--- src/rtl/peripheral_adder_pipe.sv ---
// peripheral_adder_pipe: two-stage valid/ready adder with a
// completed-transfer counter and a sticky carry-out flag.
module peripheral_adder_pipe #(
   parameter int DW    = 4,
   parameter int CNT_W = 16
) (
   input  logic             clk,
   input  logic             reset,
   input  logic             in_valid,
   output logic             in_ready,
   input  logic [DW-1:0]    x,
   input  logic [DW-1:0]    y,
   input  logic             cin,
   output logic             out_valid,
   input  logic             out_ready,
   output logic [DW-1:0]    sum,
   output logic             cout,
   input  logic             clear,
   output logic [CNT_W-1:0] txn_count,
   output logic             carry_seen
);

   typedef struct packed {
      logic          v;
      logic [DW-1:0] x;
      logic [DW-1:0] y;
      logic          c;
   } s1_t;

   typedef struct packed {
      logic          v;
      logic [DW-1:0] s;
      logic          c;
   } s2_t;

   s1_t              s1_q;
   s2_t              s2_q;
   logic             s2_adv;
   logic             out_fire;
   logic [DW:0]      add_res;
   logic [CNT_W-1:0] cnt_q;
   logic             seen_q;

   assign s2_adv   = !s2_q.v | out_ready;
   assign in_ready = !s1_q.v | s2_adv;
   assign out_fire = s2_q.v & out_ready;

   assign add_res = {1'b0, s1_q.x}
                  + {1'b0, s1_q.y}
                  + {{DW{1'b0}}, s1_q.c};

   // S1 only refills when it is empty or draining into S2.
   always_ff @(posedge clk) begin
      if (!reset) begin
         s1_q <= '0;
      end else if (in_ready) begin
         s1_q.v <= in_valid;
         if (in_valid) begin
            s1_q.x <= x;
            s1_q.y <= y;
            s1_q.c <= cin;
         end
      end
   end

   // Data is only written on a real load so a stalled or
   // emptied result register keeps its last value.
   always_ff @(posedge clk) begin
      if (!reset) begin
         s2_q <= '0;
      end else if (s2_adv) begin
         s2_q.v <= s1_q.v;
         if (s1_q.v) begin
            s2_q.s <= add_res[DW-1:0];
            s2_q.c <= add_res[DW];
         end
      end
   end

   // clear outranks a transfer on the same edge.
   always_ff @(posedge clk) begin
      if (!reset) begin
         cnt_q  <= '0;
         seen_q <= 1'b0;
      end else if (clear) begin
         cnt_q  <= '0;
         seen_q <= 1'b0;
      end else if (out_fire) begin
         cnt_q <= cnt_q + 1'b1;
         if (s2_q.c) begin
            seen_q <= 1'b1;
         end
      end
   end

   assign out_valid  = s2_q.v;
   assign sum        = s2_q.s;
   assign cout       = s2_q.c;
   assign txn_count  = cnt_q;
   assign carry_seen = seen_q;

endmodule
--- config.mk ---
export PLATFORM = sky130hd
export DESIGN_NAME = peripheral_adder_pipe
export DESIGN_NICKNAME = d
export VERILOG_FILES = /design/src/rtl/peripheral_adder_pipe.sv
export SDC_FILE = /design/constraint.sdc
export NUM_CORES = 1
export LEC_CHECK = 0
export CAP_MARGIN = 40
export CORE_ASPECT_RATIO = 1.5
export CORE_UTILIZATION = 46
export CTS_CLUSTER_DIAMETER = 50
export DETAILED_ROUTE_END_ITERATION = 10
export PLACE_DENSITY = 0.75
export SLEW_MARGIN = 10
export SYNTH_ARGS = -nofsm -noshare
export SYNTH_HDL_FRONTEND = slang
export SYNTH_SLANG_ARGS = --single-unit
export TNS_END_PERCENT = 30
--- constraint.sdc ---
create_clock -name clk -period 1.8 [get_ports clk]
set_clock_uncertainty 0.05 [all_clocks]
set_input_delay 0.18 -clock clk [delete_from_list [all_inputs] [get_ports clk]]
set_output_delay 0.18 -clock clk [all_outputs]
set_load 0.01 [all_outputs]
==> out/qor.yml <==
setup_path:
  r2r_end: "sum[1]"
  slowest_delay_ps: 520
  cp.arrival_ps: 1490
  critical_path_class: "flip-flop to output pin"
  cp_top_family: "flip-flops"
  start_kind: "flip-flop"
  crit_path_end_kind: "output pin"
  cp.required_ps: 1570
  cp_num_buf_inv: 1
  critPathSlowestCell: "dfxtp_1"
  r2r_slack_ps: 180
  crit_path_cell_trace: "nand3b_1, clkdlybuf4s50_1"
  worst-r2r-cell-count: 5
  r2r-start: "s1_q[0]"
  crit_path_max_fanout: 10
hold_path:
  min_to: "s1_q[0]"
  hold_path_class: "input pin to flip-flop"
  hp-start: "cin"
  min_path_cells: 3
synth:
  synth-compound-area-share_pct: 12.5
  ys_top_cells_by_count: "dfxtp_1 (33), nand2_1 (23), nor2_1 (14)"
  netlist.area_leader.share_pct: 41.7
  synth_nets: 195
  synth_area_leaders: "dfxtp_1 (42%), nand2_1 (5.5%), a21boi_0 (5.2%)"
  synth_largest_area_cell: "dfxtp_1"
  ys_types: 37
  yosys.area_share.simple_pct: 27.8
  synth_edf_count: 0
  synth_seq_cells: 33
  synth_ff_type: "dfxtp_1"
  synth-xor-area-share_pct: 7.19
  synth_top_family_by_area: "simple AND/OR/NAND/NOR gates"
  ys_warn_count: 0
  synthAdderAreaFrac_pct: 5.69
  synthArstFlopShare_pct: 0
  synth_area_per_cell_um2: 9.05
  synth.cell_area_um2: 1580
  syn_inst: 175
  yosysSeqAreaShare_pct: 41.7
  yosysMostFrequentCell: "dfxtp_1"
  synth_mux_area_share_pct: 0
routing:
  viasPerCell: 5.19
  drt_first_pass_iters: 4
  drtIter0Drc: 25
  post_drt_wl_per_cell_um: 13.4
  num_vias: 1333
  ant_nets: 0
  drc: 0
  wirelength_um: 3450
clocking:
  cts_tree: "done"
  clkTransAtPathRegs_ps: 60
  clock_path_buffers: 2
  cts_root_buf: "clkbuf_8"
  cts-buffers-inserted: 5
  cts_resized: 0
  htreeDepth: 2
  cts_hold_buf: 0
  cts_sinks: 33
  clk_latency_ps: 290
  post_cts_buffers: 0
timing:
  fmax_mhz: 582
  fin_tns_setup_ps: 0
  holdWs_ps: 413
  rsz0062_at_grt: "false"
  max_slew.worst_pin.slew_ps: 345
  maxSlewViolCount: 0
  setup_viol: 0
  max_slew_margin_pct: 77.0
  min_period_ps: 1720
  post-route-period-util_pct: 95.5
  hold_violations: 0
run_status:
  outcome: "completed"
grt:
  grt_pass1_vias: 1337
  antenna_found_initial: 0
  grt_max_degree: 18
  grt_use_total_pct: 21.9
  gr-total-overflow: 0
  grt_pass1_wl_um: 5870
cells_and_area:
  fin_area_um2: 2110
  syn2layout_area_growth_pct: 33.0
  fillers: 291
  layout-drive-gt1-share_pct: 12.4
  nets: 236
  antenna_cells: 0
power_and_ir_drop:
  p_leak_nw: 0.761
  p_per_area_nw_per_um2: 720
  ir_worst_vdd_uv: 516
  design_power_total_mw: 1.52
place:
  port_buffers: 37
  gp_congestion: 0.780
  dp_hpwl_um: 2720
  place_area_um2: 2010
floorplan:
  die_w_um: 49.9
  die_h_um: 73.9
  ios: 38
  initial_core_util_pct: 49.2
  core-area_um2: 3220
  die_area_um2: 3690
  rows: 25
job:
  maxCapViolations: 0
## cell families (layout without fill, tap and decap cells)
group / after synthesis / after routing
DFF: 33 / 33
xor gates and xnor gates: 13 / 13
adders and majority gates: 6 / 6
AOI/OAI and AO/OA: 28 / 28
and+or+nand+nor: 76 / 76
buffers and inverters: 19 / 61
## sequential cells by signal (all words and copies together) (netlist names)
signal      flops
carry_seen      1
cout            1
out_valid       1
s1_q           10
sum             4
txn_count      16
## cell type report
| type | count | area [µm²] | share of cell area [%] |
|---|---|---|---|
| clock buffer | 7 | 96.3 | 4.57 |
| multi-input combinational | 123 | 842 | 40.0 |
| tap | 40 | 50.0 | 2.38 |
| inverter | 10 | 37.5 | 1.78 |
| clock inverter | 1 | 5.00 | 0.238 |
| sequential | 33 | 661 | 31.4 |
| timing repair buffer | 43 | 415 | 19.7 |
## worst reg2reg max path: stages (launching register included)
cell and delay [ps]:
dfxtp_1 330, fa_1 470, inv_1 90, fa_1 410, nand2_1 70, o211a_1 150
## stage by stage
step / util, % / instances / worst slack [ps]
6_report: 65.4 / 257 / 80.6
4_1_cts: 65.4 / 257 / 65.9
3_5_place_dp: 62.3 / 249 / 70.0
2_1_floorplan: - / 175 / 309
5_1_grt: 65.4 / 257 / 28.1
3_3_place_gp: 62.3 / 249 / 66.2
## routing by layer
layer	wire, µm	vias up	GRT usage, %
met1	1240	609	19.8
met3	151	6	6.83
li1	-	680	-
met2	1990	38	43.4
met4	66	0	9.52
met5	0	-	0
## worst max path at each step
stage | cells after the start | start | to
after floorplan | 5 | s1_q[0] | sum[1]
after global placement | 5 | out_ready | txn_count[14]
after detailed placement | 6 | out_ready | s1_q[6]
after CTS | 2 | out_valid | in_ready
after global routing | 2 | out_valid | in_ready
final | 2 | out_valid | in_ready
## cells in the final DEF (no fill, tap or decap), types with 5 or more instances in the layout
cell	n
a21boi_0	11
a21oi_1	5
buf_4	6
clkbuf_8	7
clkdlybuf4s50_1	37
dfxtp_1	33
inv_1	10
nand2_1	23
nand3_1	12
nor2_1	14
nor3_1	5
nor4_2	5
xnor2_1	9
## power by group
part,switching [mW],internal (mW)
sequential,0.0175,0.752
clock,0.265,0.345
combinational,0.0620,0.0755
(Power assumes the default switching activity.)
==> RTL edit 1: new RTL, config.mk and constraints unchanged <==
Change the parameter `CNT_W` from 16 to 14.
--- a/src/rtl/peripheral_adder_pipe.sv
+++ b/src/rtl/peripheral_adder_pipe.sv
@@ -2,7 +2,7 @@
 // completed-transfer counter and a sticky carry-out flag.
 module peripheral_adder_pipe #(
    parameter int DW    = 4,
-   parameter int CNT_W = 16
+   parameter int CNT_W = 14
 ) (
    input  logic             clk,
    input  logic             reset,
Ports: changed (resized txn_count); port bits go from 38 to 36. No check against the original RTL was run, so the function may have changed too.
==> RTL edit 1 against the original RTL <==
Sequential cell count fell by 2. Design area fell by 4.6%. Synthesized area fell by 5.2%. Global-route usage rose by 1.6 points. Combinational power rose by 14%. Routed wire length rose by 2.0%. Setup slack improved by 0.014 ns. Clock power fell by 14%. Cell count rose by 0.39%. Total power fell by 7.5%. Highest routed layer unchanged.
==> RTL edit 1: results (changes against the original RTL) <==
The detailed-routing iteration count for the pre-antenna-repair pass is 4 (unchanged). The post-placement worst setup slack is 0.0545 ns (-0.0155 ns). The port buffer count came out at 35 (-5.4%). The first-pass GRT wire length came out at 6190 um (+5.4%). The endpoint arrival time on the critical path is 1.47 ns (-0.02 ns). In the synthesized netlist, the cells that appear most often are sky130_fd_sc_hd__dfxtp_1, sky130_fd_sc_hd__a21oi_1, sky130_fd_sc_hd__nand3_1. The via count of the first global-routing pass came out at 1,439 (+7.6%). The instance area after placement came out at 1920 um2 (-4.1%). The global-route usage over all layers came out at 23.5% (+1.6 points). The run finished with clean final reports. The clock-pin slew of the registers on the worst-case setup and hold paths came out at 0.06 ns (about the same). The worst hold path begins at x[3]. The maximum fanout along the worst path came to 2 (-8).

The number of different library cells in the post-synthesis netlist came out at 34 (-8.1%). The headroom to the max-slew limit was 67.2% (-9.8 points). The final routed wire length divided by cell count is 13.6 um (+1.6%). The global placement routability congestion came out at 0.832 (+6.7%).

The share of layout cells above drive strength 1 came out at 8.72% (-3.7 points). The leakage power came to 0.000719 uW (-5.5%). The net switching share of the total power came to 24.6% (+1.8 points). The count of filler cells inserted in the layout is 274 (-5.8%).

The HPWL after detailed placement came out at 2730 um (+0.34%). The post-layout net count is 237 (+0.42%). By area the synthesized netlist is led by sky130_fd_sc_hd__dfxtp_1, sky130_fd_sc_hd__a21oi_1, sky130_fd_sc_hd__nand3_1, sky130_fd_sc_hd__o21ai_0, sky130_fd_sc_hd__nand2_1.

The total setup buffers inserted after CTS came out at 0 (unchanged). The number of antenna diodes was 0 (unchanged). The post-detailed-routing wire length is 3520 um (+2.0%). The cell count after placement is 250 (+0.40%).

The largest net degree at the start of global routing came out at 16 (-2). In this run the critical register-to-register path is launched from s1_q[0]. The worst supply voltage drop on vdd is 585 uV (+13%). The number of flip-flops in the largest register was 14 (-2).

The startpoint of the most critical setup path is out_ready. The DRC marker count from the first detailed-route iteration is 52 (+110%). The sequential element share of the synthesized area is 41.3% (-0.37 points). The number of vias in the routed layout was 1,412 (+5.9%).
RTL edit 1: power groups by stage:
stage,registers (uW),logic (uW),clock network (uW)
final,721,156,527
after global routing,724,175,569
after CTS,721,154,533
after detailed placement,736,153,0
after global placement,735,148,0
after floorplan,737,80.5,0
RTL edit 1: through the flow:
stage / power, uW / hold slack [ns]
6_report: 1400 / 0.403
2_1_floorplan: 817 / 0.278
3_5_place_dp: 890 / 0.424
5_1_grt: 1470 / 0.442
4_1_cts: 1410 / 0.398
3_3_place_gp: 884 / 0.417
RTL edit 1: path summary, 6_finish.rpt:
check             end  slack [ns]  depth (start not counted)
max          in_ready         0.1                          4
min           s1_q[8]        0.40                          3
max reg2reg    sum[1]        0.12                          4
min reg2reg   s1_q[3]        0.43                          2
RTL edit 1: cells by family (layout without fill, tap and decap cells):
kind of cell | count (synthesis) | in the layout | synth area share [%]
adder cells (fa/ha/maj) | 6 | 6 | 6.00
XOR/XNOR | 3 | 3 | 1.75
flip-flops | 31 | 31 | 41.3
AND/OR/NAND/NOR | 64 | 64 | 24.8
buffers and inverters | 19 | 62 | 5.58
AO/OA/AOI/OAI | 47 | 47 | 17.2
multiplexers | 5 | 5 | 3.33
RTL edit 1: area by class of cell:
class	instances	area, um2	area share (%)
multi-input cells	125	803	40.0
flip-flops and latches	31	621	30.9
repair buffers	44	418	20.8
clock buffers	7	76.3	3.80
well taps	40	50.0	2.49
inverters	10	37.5	1.87
clock inverters	1	5.00	0.249
RTL edit 1: critical path, cell delays in order:
cell and delay [ns]:
sky130_fd_sc_hd__clkdlybuf4s50_1 0.48, sky130_fd_sc_hd__and3b_1 0.20, sky130_fd_sc_hd__inv_1 0.08, sky130_fd_sc_hd__clkdlybuf4s50_1 0.54
RTL edit 1: metal layers:
| metal | track usage, % | wire [um] | up-vias |
|---|---|---|---|
| li1 | - | - | 707 |
| met1 | 21.2 | 1210 | 645 |
| met2 | 44.4 | 2020 | 47 |
| met3 | 6.29 | 151 | 13 |
| met4 | 17.0 | 129 | 0 |
| met5 | 0 | 0 | - |
==> RTL edit 2: new RTL, same flow settings <==
Without the edit above. Reset style: asynchronous (`reset`), changed in 3 clocked blocks.
--- a/src/rtl/peripheral_adder_pipe.sv
+++ b/src/rtl/peripheral_adder_pipe.sv
@@ -50,7 +50,7 @@
                   + {{DW{1'b0}}, s1_q.c};
 
    // S1 only refills when it is empty or draining into S2.
-   always_ff @(posedge clk) begin
+   always_ff @(posedge clk or negedge reset) begin
       if (!reset) begin
          s1_q <= '0;
       end else if (in_ready) begin
@@ -65,7 +65,7 @@
 
    // Data is only written on a real load so a stalled or
    // emptied result register keeps its last value.
-   always_ff @(posedge clk) begin
+   always_ff @(posedge clk or negedge reset) begin
       if (!reset) begin
          s2_q <= '0;
       end else if (s2_adv) begin
@@ -78,7 +78,7 @@
    end
 
    // clear outranks a transfer on the same edge.
-   always_ff @(posedge clk) begin
+   always_ff @(posedge clk or negedge reset) begin
       if (!reset) begin
          cnt_q  <= '0;
          seen_q <= 1'b0;
Formal check against the unedited RTL: differs if reset is asserted again (counterexample within 4 cycles, from zero or initial values and one cycle with reset low); with reset held inactive, the same outputs for 10 cycles.
==> RTL edit 2 against the original RTL <==
First-iteration DRC count is 24% lower. Global-route usage shrank 0.12 points. Sequential cell count stayed put. Setup slack better by 0.020 ns. Design area rose by 4.2%. Largest cell class is now sequential cells. Synthesized area up 0.71%. Core utilization increased by 2.7 points. Via count is 5.5% lower. Routed wire length shrank 1.7%. Hold slack worse by 0.17 ns.
Power is not compared: it rests on default switching activity, and its combinational part moved more than twofold at a synthesized area within 25%.
==> RTL edit 2: results (changes against the original RTL) <==
The run finished with clean final reports. The tightest min-delay check is of the input port to async pin type. The maximum fanout along the worst path came out at 4 (-6). The synthesis warning total was 0 (unchanged). The global-route usage over all layers is 21.8% (-0.12 points). The share of layout cells above drive strength 1 is 19.5% (+7.0 points).

The analysis attributes to net switching a power of 520 uW. Clock-pin slew was measured on the worst setup and hold paths at 0.07 ns. The DRC marker count from the first detailed-route iteration was 19 (-24%). The fraction of synthesis flops using an asynchronous set or reset pin is 100% (+100 points).

The total setup buffers inserted after CTS was 0 (unchanged). The final routed wire length divided by cell count is 14.4 um (+7.6%). The initial antenna violation count was 0 (unchanged). The pin slew with the least headroom to its limit is 0.442 ns (+0.0972 ns).

The number of flip-flops in the largest register is 16 (unchanged). The via count of the first global-routing pass is 1,374 (+2.8%). The first-pass GRT wire length came out at 5950 um (+1.4%). The number of different library cells in the post-synthesis netlist came to 30 (-19%). The global placement routability congestion was 0.816 (+4.7%). The count of filler cells inserted in the layout is 267 (-8.2%). The port buffer count came out at 37 (unchanged). Sorting the synthesized cells by area gives the leading types as sky130_fd_sc_hd__dfrtp_1, sky130_fd_sc_hd__mux2_2, sky130_fd_sc_hd__xnor2_1, sky130_fd_sc_hd__nor2_1, sky130_fd_sc_hd__ha_1. The largest net degree at the start of global routing came out at 34 (+16). The adder-cell share of the synthesized area is 5.65% (-0.040 points). After synthesis, the most frequently instantiated cells are sky130_fd_sc_hd__dfrtp_1, sky130_fd_sc_hd__nor2_1, sky130_fd_sc_hd__nand2_1.

The worst supply voltage drop on vdd is 636 uV. The compound-cell area share of the yosys netlist was 6.90% (-5.6 points). The count of H-tree levels built during CTS came out at 2 (unchanged). The number of antenna diodes is 0 (unchanged).

The endpoint arrival time on the critical path came out at 1.47 ns (-0.02 ns). The number of buffers between clock root and the deepest sink is 2 (unchanged). The number of nets produced by synthesis is 164 (-16%).

The latest clock arrival within the worst-skew pair is 0.28 ns. The sequential element share of the synthesized area is 51.8% (+10 points). The post-layout net count came to 214 (-9.3%).

The HPWL after detailed placement is 2570 um (-5.5%). CTS placed an instance of sky130_fd_sc_hd__clkbuf_8 at the clock tree root. The number of vias in the routed layout was 1,260 (-5.5%). The detailed-routing iteration count for the pre-antenna-repair pass is 4 (unchanged). The xor/xnor cell area share of the yosys netlist came out at 6.59% (-0.60 points). The multiplexer area fraction after synthesis was 8.00% (+8.0 points). The CTS buffer count came out at 5 (unchanged).
==> RTL edit 2: cell count changes after synthesis, moves of 4 or more <==
cell,delta
sky130_fd_sc_hd__nor4_2,-5
sky130_fd_sc_hd__nor2_1,+4
sky130_fd_sc_hd__nand4_1,-4
sky130_fd_sc_hd__dfxtp_1,-33
sky130_fd_sc_hd__a21boi_0,-11
sky130_fd_sc_hd__nand3_1,-7
sky130_fd_sc_hd__mux2_2,+10
sky130_fd_sc_hd__dfrtp_1,+33
sky130_fd_sc_hd__nand2_1,-12
==> RTL edit 2: path summary, 6_finish.rpt <==
| kind | cells past startpoint | endpoint | from | slack (ns) |
|---|---|---|---|---|
| hold / removal | 2 | txn_count[7] | reset | 0.24 |
| setup reg to reg | 7 | cout | s1_q[0] | 0.13 |
| hold reg to reg | 2 | sum[2] | sum[2] | 0.44 |
| max in group asynchronous | 2 | out_valid | reset | 1.12 |
| setup / recovery | 3 | in_ready | out_ready | 0.10 |
| min in group clk | 2 | sum[2] | sum[2] | 0.44 |
==> RTL edit 2: repair_timing <==
action | in CTS | in global routing
gates resized for setup | 0 | 4
hold buffers | 0 | 0
setup endpoints to repair | 0 | 3
==> RTL edit 2: critical path: stages <==
cell and delay, ns:
sky130_fd_sc_hd__clkdlybuf4s50_1 0.55, sky130_fd_sc_hd__nand3b_1 0.18, sky130_fd_sc_hd__clkdlybuf4s50_1 0.56
==> RTL edit 2: metal layers <==
layer  track usage, %  wire length, um  vias up
met4             10.2               57        0
met1             21.0             1210      631
li1                 -                -      588
met2             41.9             1970       34
met3             5.93              158        7
met5                0                0        -
==> RTL edit 2: through the flow <==
stage / TNS [ns] / instance area [um2] / std cells / setup slack, ns
detailed placement: -0.0960 / 2080 / 227 / -0.0960
global route: 0 / 2190 / 235 / 0.0132
CTS: 0 / 2180 / 235 / 0.0368
finish: 0 / 2190 / 235 / 0.101
floorplan: 0 / 1600 / 144 / 0.177
global placement: 0 / 2080 / 227 / 0.0531
==> RTL edit 2: cell type report <==
type / count / area [um2] / area share, %
multi-input cells: 102 / 747 / 34.0
flip-flops and latches: 33 / 827 / 37.7
clock inverters: 1 / 5.00 / 0.228
repair buffers: 45 / 443 / 20.2
well taps: 40 / 50.0 / 2.28
clock buffers: 7 / 96.3 / 4.39
inverters: 7 / 26.3 / 1.20
==> RTL edit 2: power by group through the flow <==
| stage | Clock, uW | Sequential [uW] | Combinational [uW] |
|---|---|---|---|
| 2_1_floorplan | 0 | 926 | 182 |
| 5_1_grt | 664 | 910 | 488 |
| 6_report | 618 | 896 | 436 |
| 3_3_place_gp | 0 | 907 | 420 |
| 4_1_cts | 633 | 897 | 441 |
| 3_5_place_dp | 0 | 910 | 437 |
